### config.mk
export PLATFORM = sky130hd
export DESIGN_NAME = event_report_builder
export DESIGN_NICKNAME = d
export VERILOG_FILES = /design/src/rtl/event_report_builder.sv
export SDC_FILE = /design/constraint.sdc
export NUM_CORES = 2
export LEC_CHECK = 0
export CORE_ASPECT_RATIO = 2
export CORE_UTILIZATION = 55
export CTS_BUF_LIST = sky130_fd_sc_hd__clkbuf_4 sky130_fd_sc_hd__clkbuf_8
export DETAILED_ROUTE_END_ITERATION = 12
export GPL_TIMING_DRIVEN = 0
export PLACE_DENSITY = 0.77
export SETUP_SLACK_MARGIN = 0.1
export SKIP_LAST_GASP = 1
export SLEW_MARGIN = 20
export SYNTH_ARGS = -nofsm -noshare
export SYNTH_HDL_FRONTEND = slang
export SYNTH_SLANG_ARGS = --single-unit
### constraint.sdc
create_clock -name clk -period 7.7 [get_ports clk]
set_input_delay 1.155 -clock clk [delete_from_list [all_inputs] [get_ports clk]]
set_output_delay 1.155 -clock clk [all_outputs]
set_load 0.005 [all_outputs]
### src/rtl/event_report_builder.sv
// Per-window timestamp statistics collector; emits a fixed 6-beat AXI-Stream
// report (n, logger count, first, last, min gap, max gap) when the count beat arrives.
module event_report_builder #(
  parameter logic [15:0] REPORT_DEST = 16'h0000,
  parameter logic [15:0] REPORT_ID   = 16'h0000
) (
  input  logic        clk,
  input  logic        aresetn,
  input  logic [63:0] ts_TDATA,
  input  logic [7:0]  ts_TKEEP,
  input  logic        ts_TLAST,
  input  logic        ts_TVALID,
  output logic        ts_TREADY,
  input  logic [63:0] cnt_TDATA,
  input  logic [7:0]  cnt_TKEEP,
  input  logic        cnt_TLAST,
  input  logic        cnt_TVALID,
  output logic        cnt_TREADY,
  output logic [63:0] report_TDATA,
  output logic [7:0]  report_TKEEP,
  output logic [15:0] report_TDEST,
  output logic [15:0] report_TID,
  output logic        report_TVALID,
  input  logic        report_TREADY,
  output logic        report_TLAST,
  output logic        count_mismatch,
  output logic        ts_backward
);

  typedef enum logic {COLLECT, REPORT} state_t;
  state_t state;

  logic [63:0] n, first_ts, last_ts, min_gap, max_gap, logger_cnt;
  logic [2:0]  beat;

  logic        ts_hs, cnt_hs, rpt_hs;
  logic [63:0] gap;
  logic [63:0] n_nxt, first_nxt, last_nxt, min_nxt, max_nxt;
  logic        bwd;
  logic [2:0]  beat_sel;
  logic [63:0] next_word;

  logic unused_ok;
  assign unused_ok = ^{ts_TKEEP, ts_TLAST, cnt_TKEEP, cnt_TLAST};

  assign report_TKEEP = 8'hFF;
  assign report_TDEST = REPORT_DEST;
  assign report_TID   = REPORT_ID;

  assign ts_hs  = ts_TVALID & ts_TREADY;
  assign cnt_hs = cnt_TVALID & cnt_TREADY;
  assign rpt_hs = report_TVALID & report_TREADY;
  assign gap    = ts_TDATA - last_ts;

  // Statistics as they stand after this cycle's timestamp, so a count beat in
  // the same cycle reports a window that already includes it.
  always_comb begin
    n_nxt     = n;
    first_nxt = first_ts;
    last_nxt  = last_ts;
    min_nxt   = min_gap;
    max_nxt   = max_gap;
    bwd       = 1'b0;
    if (ts_hs) begin
      n_nxt    = (n == '1) ? n : n + 64'd1;
      last_nxt = ts_TDATA;
      if (n == '0) begin
        first_nxt = ts_TDATA;
      end else begin
        bwd = (ts_TDATA < last_ts);
        if (gap < min_gap) min_nxt = gap;
        if (gap > max_gap) max_nxt = gap;
      end
    end
  end

  assign beat_sel = beat + 3'd1;

  always_comb begin
    next_word = '0;
    case (beat_sel)
      3'd1:    next_word = logger_cnt;
      3'd2:    next_word = (n == '0) ? '0 : first_ts;
      3'd3:    next_word = (n == '0) ? '0 : last_ts;
      3'd4:    next_word = (n < 64'd2) ? '0 : min_gap;
      3'd5:    next_word = (n < 64'd2) ? '0 : max_gap;
      default: next_word = '0;
    endcase
  end

  always_ff @(posedge clk) begin
    if (!aresetn) begin
      state          <= COLLECT;
      n              <= '0;
      first_ts       <= '0;
      last_ts        <= '0;
      min_gap        <= '1;
      max_gap        <= '0;
      logger_cnt     <= '0;
      beat           <= '0;
      ts_TREADY      <= 1'b0;
      cnt_TREADY     <= 1'b0;
      report_TDATA   <= '0;
      report_TVALID  <= 1'b0;
      report_TLAST   <= 1'b0;
      count_mismatch <= 1'b0;
      ts_backward    <= 1'b0;
    end else begin
      case (state)
        COLLECT: begin
          n           <= n_nxt;
          first_ts    <= first_nxt;
          last_ts     <= last_nxt;
          min_gap     <= min_nxt;
          max_gap     <= max_nxt;
          ts_backward <= ts_backward | bwd;
          if (cnt_hs) begin
            logger_cnt     <= cnt_TDATA;
            beat           <= '0;
            report_TDATA   <= n_nxt;
            report_TLAST   <= 1'b0;
            report_TVALID  <= 1'b1;
            count_mismatch <= (n_nxt != cnt_TDATA);
            ts_TREADY      <= 1'b0;
            cnt_TREADY     <= 1'b0;
            state          <= REPORT;
          end else begin
            ts_TREADY  <= 1'b1;
            cnt_TREADY <= 1'b1;
          end
        end
        REPORT: begin
          if (rpt_hs) begin
            if (beat == 3'd5) begin
              report_TVALID <= 1'b0;
              report_TLAST  <= 1'b0;
              n             <= '0;
              first_ts      <= '0;
              last_ts       <= '0;
              min_gap       <= '1;
              max_gap       <= '0;
              ts_backward   <= 1'b0;
              ts_TREADY     <= 1'b1;
              cnt_TREADY    <= 1'b1;
              state         <= COLLECT;
            end else begin
              beat         <= beat_sel;
              report_TDATA <= next_word;
              report_TLAST <= (beat_sel == 3'd5);
            end
          end
        end
        default: state <= COLLECT;
      endcase
    end
  end

endmodule

==> results of run 1 <==
-- timing repair --
action,CTS
pin swaps,2
setup endpoints to repair,128
hold buffers,0
setup buffers,2
resized for setup,34
-- kinds of logic after synthesis --
family	share of synthesized area, %
AND/OR/NAND/NOR	21.29
other	0.02509
buffers and inverters	8.185
multiplexers	0.1045
adder cells (fa/ha/maj)	8.343
AO/OA/AOI/OAI	26.59
XOR/XNOR	4.903
flip-flops	30.56
-- stage by stage --
| step | util, % | setup slack [ns] | std cells | area [um^2] | hold WS, ns |
|---|---|---|---|---|---|
| detailed placement | 61.61 | -2.172 | 4879 | 33030 | 0.4444 |
| global placement | 61.45 | -2.082 | 4875 | 32940 | 0.4344 |
| floorplan | - | 1.538 | 4002 | 30080 | 0.4250 |
| CTS | 64.71 | 0.08930 | 5001 | 34690 | 0.4534 |
-- metal layers --
layer	track usage (%)	overflow
met3	34.06	0
met1	61.63	0
met4	74.29	13
met2	91.24	10
met5	6.921	0
==> results.py, run 1 <==
metrics = {
    "yosys": {
        "synth.ff_latch_count": 457,
        "synth_common_cells": "dfxtp_1, nand2_1, a21oi_1, nor2_1, clkbuf_1",
        "ys_types": 95,
        "synth_largest_area_cell": "dfxtp_1",
        "syn_inst": 3964,
        "synth_edf_count": 0,
        "synth_area_um2": 29930,
        "synthTopCellsByArea": "dfxtp_1, ha_1, a21oi_1",
        "synth_area_per_cell_um2": 7.551,
        "async_flop_share_pct": 0,
        "yosysMostFrequentCell": "dfxtp_1",
        "yosys.area.top_type_share_pct": 30.56,
        "synth_ff_type": "dfxtp_1",
        "ys_seq_area_share_pct": 30.56,
        "yosys_warnings": 0,
    },
    "run_status": {
        "error": "[ERROR GRT-0116] Global routing finished with congestion. Check the congestion regions in the DRC Viewer.",
        "stop_stage": "global routing",
        "status": "stopped before the end",
    },
    "clock_tree": {
        "numCtsBuffers": 69,
        "cts_max_level": 3,
        "clockRootBuffer": "clkbuf_8",
        "cts_buffer_depth": 3,
        "cts_num_sinks": 457,
    },
    "floorplan": {
        "die_height_um": 331.9,
        "ios": 261,
        "start_util_pct": 55.84,
        "die_x_um": 167.0,
        "fp-row-count": 120,
    },
    "placement": {
        "hpwl_mm": 125.6,
        "place_congestion": 1.173,
        "port_buffers": 202,
    },
    "global_route": {
        "grt_pass1_vias": 36680,
        "grt_pass1_wl_mm": 259.4,
        "grt_start_max_net_pins": 11,
        "gr-usage-all-layers_pct": 64.28,
        "grt_overflow_total": 23,
    },
}
==> inputs of run 2 (changes only) <==
==> config.mk (replaced) <==
export PLATFORM = sky130hd
export DESIGN_NAME = event_report_builder
export DESIGN_NICKNAME = d
export VERILOG_FILES = /design/src/rtl/event_report_builder.sv
export SDC_FILE = /design/constraint.sdc
export NUM_CORES = 2
export LEC_CHECK = 0
export CORE_UTILIZATION = 40
export DETAILED_ROUTE_END_ITERATION = 12
export GPL_TIMING_DRIVEN = 0
export PLACE_DENSITY_LB_ADDON = 0.15
export SKIP_LAST_GASP = 1
export SLEW_MARGIN = 20
export SYNTH_ARGS = -nofsm -noshare
export SYNTH_HDL_FRONTEND = slang
export SYNTH_SLANG_ARGS = --single-unit
==> results.py, run 2 <==
metrics = {
    "run_status": {
        "status": "finished, final reports clean",
    },
    "worst_setup_path": {
        "reg2reg_from": "last_ts[1]",
        "r2r-end": "max_gap[8]",
        "rr_worst_depth": 24,
        "crit_slowest_cell": "clkdlybuf4s50_1",
        "worstPathCellList": "clkdlybuf4s50_1 -> ha_1 -> nor2b_1 -> o31a_1 -> o31ai_2 -> nand3_1 -> nand3_1 -> a211oi_1 -> nor2_2 -> o21ai_1 -> a221o_1 -> xor2_1 -> ha_1 -> nand4_1 -> nor4_4 -> nand3_1 -> nor2_1 -> nor3_1 -> o221ai_2 -> clkbuf_2 -> buf_2 -> nor2_1 -> a21oi_1 -> nor2_1",
        "regToRegSetupSlack_ns": 0.96,
        "crit_path_end_kind": "flip-flop",
        "worstSetupPathType": "in2reg",
        "crit_fanout": 10,
        "max_stage_delay_ns": 0.69,
        "cp-start-kind": "input pin",
        "crit_required_ns": 8.17,
        "startpoint": "ts_TDATA[1]",
        "critPathTopFamily": "simple AND/OR/NAND/NOR gates",
        "worstPathArrival_ns": 8.04,
        "cp.buffers_inverters": 3,
    },
    "final_layout": {
        "fin_cells": 5274,
        "mostFrequentLayoutCells": "dfxtp_1, nand2_1, a21oi_1",
        "final_area_um2": 35410,
        "layout.nets": 4623,
        "antenna_cells": 0,
        "layout_commonest_cell": "dfxtp_1",
        "drive_gt1_share_pct": 6.952,
        "syn2layout_area_growth_pct": 18.31,
        "fill_cells": 7435,
    },
    "pwr": {
        "finalPower_mw": 7.093,
        "p_per_area_nw_per_um2": 200.3,
        "peakVddDrop_mv": 0.1873,
        "power.leakage_nw": 13.31,
    },
    "sta": {
        "hold_viol": 0,
        "whs_ns": 0.4525,
        "slew_viol_final": 0,
        "max_freq_ghz": 0.1321,
        "layout_worst_path_cycle_share_pct": 98.33,
        "period_needed_ns": 7.572,
        "max_slew_margin_pct": 17.02,
        "tns_ns": 0,
        "worst_pin_slew_ns": 1.245,
        "fin_worst_skew_ns": 0.04050,
        "rsz0062_at_grt": "false",
        "setup_viol": 0,
    },
    "worst_hold_path": {
        "hp-class": "reg2reg",
        "min-delay-start": "first_ts[36]",
        "hold-path-endpoint": "first_ts[36]",
        "holdPathStages": 2,
    },
    "placement": {
        "placed_cell_area_um2": 33420,
        "hpwl_mm": 120.3,
        "dp_cells": 5169,
        "port_buffers": 202,
        "place_congestion": 1.030,
    },
    "global_route": {
        "grt_overflow_total": 0,
        "grt_pass1_wl_mm": 215.1,
        "grt_start_max_net_pins": 14,
        "antenna_found_initial": 6,
        "grt_pass1_vias": 30260,
        "gr-usage-all-layers_pct": 39.50,
    },
    "yosys": {
        "synthTopCellsByArea": "dfxtp_1, ha_1, a21oi_1",
        "synth.ff_latch_count": 457,
        "async_flop_share_pct": 0,
        "yosys.area.top_type_share_pct": 30.56,
        "synth_ff_type": "dfxtp_1",
        "syn_inst": 3964,
        "ys_seq_area_share_pct": 30.56,
        "synth_area_per_cell_um2": 7.551,
        "synth_edf_count": 0,
        "synth_largest_area_cell": "dfxtp_1",
        "synth_area_um2": 29930,
        "yosysMostFrequentCell": "dfxtp_1",
        "yosys_warnings": 0,
        "ys_types": 95,
        "synth_common_cells": "dfxtp_1, nand2_1, a21oi_1, nor2_1, clkbuf_1",
    },
    "drt": {
        "drt_iter0_drc": 4118,
        "met2WireLength_mm": 68.27,
        "top_layer": "met5",
        "vias": 32730,
        "viasPerCell": 6.205,
        "avgRoutedWirePerCell_um": 29.29,
        "drt-met1-wl_mm": 61.04,
        "firstDrtPassIters": 8,
        "routed_wl_mm": 154.5,
        "antenna_left": 0,
        "wl_met3_mm": 14.27,
        "drc": 0,
    },
    "clock_tree": {
        "clockRootBuffer": "clkbuf_16",
        "cts_max_level": 2,
        "clock_latency_ns": 0.64,
        "cts_buffer_depth": 3,
        "cts_tree": "yes",
        "cts_num_sinks": 457,
        "numCtsBuffers": 55,
        "cts_hold_buf": 0,
        "clk_pin_slew_ns": 0.06,
    },
    "floorplan": {
        "fp-row-count": 99,
        "coreArea_um2": 73450,
        "start_util_pct": 40.75,
        "die_height_um": 275.6,
        "ios": 261,
        "die_area_um2": 75930,
        "die_x_um": 275.6,
    },
    "run": {
        "maxCapViolCount": 0,
    },
}
## run 2: cell counts after synthesis
No cell type changed its count.
## run 2: what timing repair did
item / CTS / global route
setup endpoints to repair: 128 / 128
setup buffers: 1 / 5
resized for setup: 33 / 19
pin swaps: 0 / 4
## run 2: worst max-delay path by stage
stage / end / slack [ns] / cells past startpoint
after global placement: max_gap[53] / -2.26 / 26
after floorplan: min_gap[38] / 1.54 / 27
final: max_gap[8] / 0.13 / 24
after global routing: min_gap[28] / 0.007 / 25
after CTS: min_gap[52] / -0.05 / 24
after detailed placement: min_gap[52] / -1.96 / 24
## run 2: final cells by class
| cell class | instances | area (um^2) | area share (%) |
|---|---|---|---|
| Clock buffer | 74 | 1548 | 4.370 |
| Tap cell | 959 | 1200 | 3.388 |
| Sequential cell | 457 | 9149 | 25.83 |
| Inverter | 236 | 885.9 | 2.501 |
| Buffer | 348 | 1610 | 4.547 |
| Clock inverter | 25 | 245.2 | 0.6925 |
| Multi-Input combinational cell | 2961 | 18640 | 52.63 |
| Timing Repair Buffer | 214 | 2138 | 6.038 |
## run 2: worst register-to-register path, delay by kind of cell (launching register included)
family | cells | cell delay, ns
adders and majority gates | 2 | 0.60
and+or+nand+nor | 11 | 2.53
DFF | 1 | 0.35
buffers and inverters | 3 | 0.78
AOI/OAI and AO/OA | 7 | 2.11
xor gates and xnor gates | 1 | 0.22
## run 2: kinds of logic (layout without fill, tap and decap cells)
group	count (synthesis)	after routing	synth area share (%)
XOR/XNOR	166	166	4.903
AND/OR/NAND/NOR	1330	1330	21.29
multiplexers	3	3	0.1045
other	2	40	0.02509
AO/OA/AOI/OAI	1223	1223	26.59
adder cells (fa/ha/maj)	199	199	8.343
flip-flops	457	457	30.56
buffers and inverters	584	897	8.185
## run 2: routing by layer
metal	vias to the layer above	track usage, %
met5	-	0
met4	8	24.57
met3	449	7.134
met2	1798	62.24
met1	15680	49.85
li1	14790	-
## run 2: metrics by stage
step	setup WS, ns	util, %
final	0.1282	48.21
after CTS	-0.05163	48.09
after floorplan	1.538	-
after global placement	-2.260	45.33
after global routing	0.006850	48.21
after detailed placement	-1.958	45.49
## run 2: power by group
| group | internal [mW] | total, mW | switching, mW |
|---|---|---|---|
| sequential | 2.50 | 2.61 | 0.108 |
| combinational | 0.645 | 1.79 | 1.15 |
| clock | 1.54 | 2.70 | 1.16 |
| total | 4.68 | 7.09 | 2.41 |
Note: power is estimated with default switching activity, not from simulation.
